[src/rtl/l2k_marb.sv]
// l2k_marb: round-robin arbiter sharing the single Limn2600 RAM port among
// NUM_CLIENTS requesters. One transaction is in flight at a time. Sub-word
// writes become a read-modify-write of the containing word. Sub-word reads
// are lane-extracted and zero-extended.
//
//   state  | meaning
//   IDLE   | scanning clients from ptr, no RAM cycle active
//   RD     | RAM read cycle (plain read, or read phase of an RMW)
//   WR     | RAM write cycle (word write, or write phase of an RMW)
//   RESP   | req_done pulses on the granted client, ptr advances past it
module l2k_marb #(
    parameter int NUM_CLIENTS = 4
) (
    input  logic                      clk,
    input  logic                      rst,
    input  logic [NUM_CLIENTS-1:0]    req_valid,
    input  logic [NUM_CLIENTS-1:0]    req_we,
    input  logic [32*NUM_CLIENTS-1:0] req_addr,
    input  logic [2*NUM_CLIENTS-1:0]  req_size,
    input  logic [32*NUM_CLIENTS-1:0] req_wdata,
    output logic [NUM_CLIENTS-1:0]    req_done,
    output logic [31:0]               rsp_data,
    output logic                      busy,
    output logic [31:0]               ram_addr,
    input  logic [31:0]               ram_data_in,
    output logic [31:0]               ram_data_out,
    input  logic                      ram_rdy,
    output logic                      ram_we,
    output logic                      ram_ce
);

    localparam int IW = (NUM_CLIENTS > 1) ? $clog2(NUM_CLIENTS) : 1;

    typedef enum logic [1:0] {S_IDLE, S_RD, S_WR, S_RESP} state_t;

    state_t state, state_nxt;

    logic [IW-1:0]          ptr, ptr_nxt;
    logic [IW-1:0]          g, g_nxt;
    logic [1:0]             l_lane, l_lane_nxt;
    logic [1:0]             l_size, l_size_nxt;
    logic                   l_we, l_we_nxt;
    logic [15:0]            l_wdata, l_wdata_nxt;

    logic [NUM_CLIENTS-1:0] done_nxt;
    logic [31:0]            rsp_nxt, addr_nxt, dout_nxt;
    logic                   busy_nxt, we_nxt, ce_nxt;

    logic                   found;
    logic [IW-1:0]          sel;
    logic [31:0]            sel_addr, sel_wdata;
    logic [1:0]             sel_size;
    logic                   sel_we;

    // (base + off) mod NUM_CLIENTS, off < NUM_CLIENTS
    function automatic logic [IW-1:0] wrap_idx(input logic [IW-1:0] base, input int off);
        int s;
        s = int'(base) + off;
        if (s >= NUM_CLIENTS) s = s - NUM_CLIENTS;
        return IW'(s);
    endfunction

    // Pick the addressed lane out of a RAM word, zero-extended
    function automatic logic [31:0] extract(input logic [31:0] w, input logic [1:0] lane,
                                            input logic [1:0] sz);
        logic [31:0] r;
        if (sz[1])      r = w;
        else if (sz[0]) r = {16'h0000, w[{lane[1], 4'b0000} +: 16]};
        else            r = {24'h000000, w[{lane, 3'b000} +: 8]};
        return r;
    endfunction

    // Overlay the sub-word write data onto the word just read
    function automatic logic [31:0] merge(input logic [31:0] w, input logic [1:0] lane,
                                          input logic [1:0] sz, input logic [15:0] wd);
        logic [31:0] r;
        r = w;
        if (sz[0]) r[{lane[1], 4'b0000} +: 16] = wd;
        else       r[{lane, 3'b000} +: 8]      = wd[7:0];
        return r;
    endfunction

    // Round-robin scan starting at ptr; descending loop so the lowest offset wins
    always_comb begin
        found = 1'b0;
        sel   = '0;
        for (int k = NUM_CLIENTS - 1; k >= 0; k--) begin
            if (req_valid[wrap_idx(ptr, k)]) begin
                found = 1'b1;
                sel   = wrap_idx(ptr, k);
            end
        end
        sel_addr  = req_addr[32*sel +: 32];
        sel_wdata = req_wdata[32*sel +: 32];
        sel_size  = req_size[2*sel +: 2];
        sel_we    = req_we[sel];
    end

    // State register
    always_ff @(posedge clk) begin
        if (rst) state <= S_IDLE;
        else     state <= state_nxt;
    end

    // Next-state logic
    always_comb begin
        state_nxt = state;
        case (state)
            S_IDLE: if (found)   state_nxt = (sel_we && sel_size[1]) ? S_WR : S_RD;
            S_RD:   if (ram_rdy) state_nxt = l_we ? S_WR : S_RESP;
            S_WR:   if (ram_rdy) state_nxt = S_RESP;
            S_RESP:              state_nxt = S_IDLE;
            default:             state_nxt = S_IDLE;
        endcase
    end

    // Next values of the registered outputs and latched request fields
    always_comb begin
        ptr_nxt     = ptr;
        g_nxt       = g;
        l_lane_nxt  = l_lane;
        l_size_nxt  = l_size;
        l_we_nxt    = l_we;
        l_wdata_nxt = l_wdata;
        done_nxt    = '0;
        rsp_nxt     = rsp_data;
        addr_nxt    = ram_addr;
        dout_nxt    = ram_data_out;
        we_nxt      = ram_we;
        ce_nxt      = ram_ce;
        busy_nxt    = (state_nxt != S_IDLE);
        case (state)
            S_IDLE: begin
                if (found) begin
                    g_nxt       = sel;
                    l_lane_nxt  = sel_addr[1:0];
                    l_size_nxt  = sel_size;
                    l_we_nxt    = sel_we;
                    l_wdata_nxt = sel_wdata[15:0];
                    addr_nxt    = {sel_addr[31:2], 2'b00};
                    ce_nxt      = 1'b1;
                    if (sel_we && sel_size[1]) begin
                        we_nxt   = 1'b1;
                        dout_nxt = sel_wdata;
                    end else begin
                        we_nxt   = 1'b0;
                    end
                end
            end
            S_RD: begin
                if (ram_rdy) begin
                    if (l_we) begin
                        // ce stays high straight into the write phase
                        we_nxt   = 1'b1;
                        dout_nxt = merge(ram_data_in, l_lane, l_size, l_wdata);
                    end else begin
                        ce_nxt      = 1'b0;
                        rsp_nxt     = extract(ram_data_in, l_lane, l_size);
                        done_nxt[g] = 1'b1;
                    end
                end
            end
            S_WR: begin
                if (ram_rdy) begin
                    ce_nxt      = 1'b0;
                    we_nxt      = 1'b0;
                    done_nxt[g] = 1'b1;
                end
            end
            S_RESP: begin
                ptr_nxt = wrap_idx(g, 1);
            end
            default: ;
        endcase
    end

    // Output and datapath registers
    always_ff @(posedge clk) begin
        if (rst) begin
            ptr          <= '0;
            g            <= '0;
            l_lane       <= '0;
            l_size       <= '0;
            l_we         <= 1'b0;
            l_wdata      <= '0;
            req_done     <= '0;
            rsp_data     <= '0;
            busy         <= 1'b0;
            ram_addr     <= '0;
            ram_data_out <= '0;
            ram_we       <= 1'b0;
            ram_ce       <= 1'b0;
        end else begin
            ptr          <= ptr_nxt;
            g            <= g_nxt;
            l_lane       <= l_lane_nxt;
            l_size       <= l_size_nxt;
            l_we         <= l_we_nxt;
            l_wdata      <= l_wdata_nxt;
            req_done     <= done_nxt;
            rsp_data     <= rsp_nxt;
            busy         <= busy_nxt;
            ram_addr     <= addr_nxt;
            ram_data_out <= dout_nxt;
            ram_we       <= we_nxt;
            ram_ce       <= ce_nxt;
        end
    end

endmodule
[config.mk]
export PLATFORM = sky130hd
export DESIGN_NAME = l2k_marb
export DESIGN_NICKNAME = d
export VERILOG_FILES = /design/src/rtl/l2k_marb.sv
export SDC_FILE = /design/constraint.sdc
export NUM_CORES = 1
export LEC_CHECK = 0
export CAP_MARGIN = 10
export CORE_AREA = 2 2 157 159
export CTS_CLUSTER_DIAMETER = 30
export DETAILED_ROUTE_END_ITERATION = 10
export DIE_AREA = 0 0 159 161
export PLACE_DENSITY = 0.71
export SLEW_MARGIN = 0
export SYNTH_ARGS = -nofsm -noshare
export SYNTH_HDL_FRONTEND = slang
export SYNTH_SLANG_ARGS = --single-unit
[constraint.sdc]
create_clock -name clk -period 4.15 [get_ports clk]
set_input_delay 0.83 -clock clk [delete_from_list [all_inputs] [get_ports clk]]
set_output_delay 0.83 -clock clk [all_outputs]
set_load 0.1 [all_outputs]
==> results.json <==
{
  "crit_path_max_fanout": 19,
  "cts_hold_buf": 0,
  "synthFlopType": "dfxtp_1",
  "required_ns": 4.48,
  "worst_pin_slew_ns": 1.10,
  "antenna_found_initial": 2,
  "clkLatencyLatePin_ns": 0.42,
  "hold_ws_ns": 0.451,
  "rsz0062_at_grt": "false",
  "num_io_pins": 410,
  "numCtsBuffers": 17,
  "cts_tree": "yes",
  "fmax_mhz": 302,
  "min_period_ns": 3.31,
  "die_area_mm2": 0.0256,
  "cts-root-buf": "clkbuf_16",
  "vias": 9832,
  "syn_inst": 1133,
  "cap_violations": 0,
  "drt_iter0_markers": 775,
  "cp_slowest_cell": "or3_2",
  "outcome": "completed",
  "slew_headroom": 0.266,
  "grt_pass1_wl_mm": 52.9,
  "crit_buf_inv": 1,
  "synthDistinctLibCells": 51,
  "finalClockSkew_ns": 0.00950,
  "async_flop_share": 0,
  "drcViolationCount": 0,
  "cts_buffer_depth": 2,
  "drt-vias-per-instance": 5.40,
  "power.density_mw_per_mm2": 526,
  "cts_resized": 0,
  "finalCritPeriodShare": 0.797,
  "dr.pass1.iters": 5,
  "synth_edf_count": 0,
  "ir_worst_vdd_uv": 298,
  "hp-class": "register to register",
  "setup_ws_ns": 0.844,
  "ys_seq_area_frac": 0.306,
  "ant_nets": 0,
  "ys_seq_elements": 128,
  "groute.usage.overall": 0.262,
  "clkSinkCount": 128,
  "worstSetupEndpointType": "register",
  "coreArea_mm2": 0.0240,
  "slew_violations": 0,
  "grt_overflow_total": 0,
  "setup_tns_ns": 0,
  "post_drt_wl_per_cell_um": 19.2,
  "htreeDepth": 4,
  "cp-start-kind": "input pin",
  "drt-total-wl_mm": 34.9,
  "timing.final.setup_violations": 0,
  "grt_pass1_vias": 9601,
  "core.rowCount": 57,
  "path_clk_slew_ns": 0.07,
  "n_fill_cell": 2305,
  "drive_gt1_frac": 0.0710,
  "critical_path.cell_chain": "clkdlybuf4s50_1 -> nor3b_1 -> or3_2 -> nand2_1 -> o22ai_1 -> a21oi_1 -> a211oi_1",
  "die_h_um": 161,
  "port_buffers": 407,
  "hold_violations": 0,
  "max_stage_delay_ns": 0.62,
  "post-place-ws_ns": 0.461,
  "grt_max_degree": 116,
  "synthToLayoutAreaGrowth_pct": 58.3,
  "hpwl_mm": 26.6,
  "cp_data_arrival_time_ns": 3.64,
  "initial_utilization": 0.350,
  "path_delay_family": "simple AND/OR/NAND/NOR gates",
  "power_leakage_nw": 5.01,
  "crit_type": "input pin to register",
  "yosys_warnings": 0,
  "fp.dieW_um": 159,
  "synth_area_mm2": 0.00838,
  "num-nets-final": 1802,
  "gp_congestion": 0.893,
  "syn_avg_cell_area_um2": 7.39,
  "post_cts_buffers": 0
}
[tightest hold or removal path: stages, from the launching register on]
cell     delay [ns]
dfxtp_1        0.31
nand2_1        0.05
a21oi_1        0.05
[state kept, by name, indices dropped and copies added (netlist names), 2 cells and up]
name,cells
req_done,4
l_lane,2
g,2
l_wdata,16
ram_data_out,32
ram_addr,30
l_size,2
state,2
rsp_data,32
ptr,2
[cells in the mapped netlist, types with 2 or more instances]
cell	n	area [um^2]
nor3b_1	2	15.0
o21ai_0	15	75.1
a211oi_2	22	275
a221oi_1	16	140
o31a_1	7	61.3
o22ai_1	17	106
buf_4	2	15.0
o221ai_1	7	61.3
a31oi_1	9	56.3
dfxtp_1	128	2560
or3_1	2	12.5
nand2_1	270	1010
mux2i_1	92	921
a22o_1	4	35.0
clkbuf_1	71	267
nand2b_1	2	12.5
nand3_1	116	581
a21oi_1	158	791
and2_1	4	25.0
and3_1	8	50.1
buf_6	7	78.8
ha_1	14	175
o211ai_1	4	30.0
a221o_1	24	240
nor4_1	2	12.5
mux2_2	9	101
inv_1	14	52.6
buf_1	14	52.6
or2_2	2	12.5
a211oi_1	3	22.5
nor2b_1	3	18.8
buf_2	8	40.0
nor3_1	10	50.1
nand4_1	8	50.1
nor2_1	43	161
[cell usage in the layout, fill, tap and decap left out, types with 7 or more instances in the layout]
cell	netlist	routed
clkdlybuf4s50_1	0	406
nand2_1	270	270
a21oi_1	158	158
dfxtp_1	128	126
nand3_1	116	116
mux2i_1	92	92
nor2_1	43	42
a221o_1	24	24
a211oi_2	22	22
buf_4	2	21
clkbuf_16	0	17
a221oi_1	16	16
o22ai_1	17	16
o21ai_0	15	15
inv_1	14	14
ha_1	14	14
nor3_1	10	10
mux2_2	9	9
a31oi_1	9	9
and3_1	8	8
nand4_1	8	8
o31a_1	7	7
o221ai_1	7	7
[cell type report]
cell class | count | area (um^2) | area share
Multi-Input combinational cell | 888 | 5330 | 0.402
Timing Repair Buffer | 430 | 4280 | 0.323
Sequential cell | 128 | 2560 | 0.193
Clock buffer | 18 | 429 | 0.0324
Tap cell | 324 | 405 | 0.0306
Clock inverter | 14 | 180 | 0.0136
Inverter | 16 | 60.1 | 0.00453
Antenna cell | 2 | 5.00 | 0.000377
[final timing paths]
kind | start | slack [ns] | cells past startpoint | to
worst max register to register | ptr[1]$_SDFFE_PP0N_ | 1.24 | 7 | ram_data_out[30]$_SDFFE_PP0P_
worst max-delay path | req_valid[2] | 0.84 | 7 | ram_data_out[31]$_SDFFE_PP0P_
worst min register to register | rsp_data[31]$_SDFFE_PP0P_ | 0.45 | 2 | rsp_data[31]$_SDFFE_PP0P_
worst min-delay path | rsp_data[31]$_SDFFE_PP0P_ | 0.45 | 2 | rsp_data[31]$_SDFFE_PP0P_
[report_power, final]
group          leakage, nW  switching, mW  internal (mW)
clock network        0.292          0.616          0.955
registers             1.05          0.193           1.46
logic                 3.67           2.58           1.17
total                 5.01           3.39           3.58
[layer usage]
layer,track usage,wire [um],vias up
li1,-,-,4745
met1,0.298,13400,4561
met2,0.472,17700,467
met3,0.0663,2750,59
met4,0.100,1080,0
met5,0,0,-
[stage by stage]
step | std cells | utilization | total power [mW] | area (um^2)
3_3_place_gp | 1786 | 0.528 | 5.38 | 12600
5_1_grt | 1819 | 0.553 | 7.27 | 13300
2_1_floorplan | 1134 | - | 4.30 | 8380
3_5_place_dp | 1786 | 0.528 | 5.41 | 12600
4_1_cts | 1818 | 0.553 | 6.98 | 13300
6_report | 1820 | 0.553 | 6.97 | 13300
[cell families (layout without fill, tap and decap cells)]
family	count (synthesis)	count (layout)	synth area share
simple gates	474	474	0.245
flops	128	128	0.306
buf+inv	118	478	0.0612
compound gates	295	295	0.240
other cells	1	4	0.000448
mux	103	103	0.127
fa+ha+maj	14	14	0.0209
No activity file was read; power rests on OpenSTA's default activity.
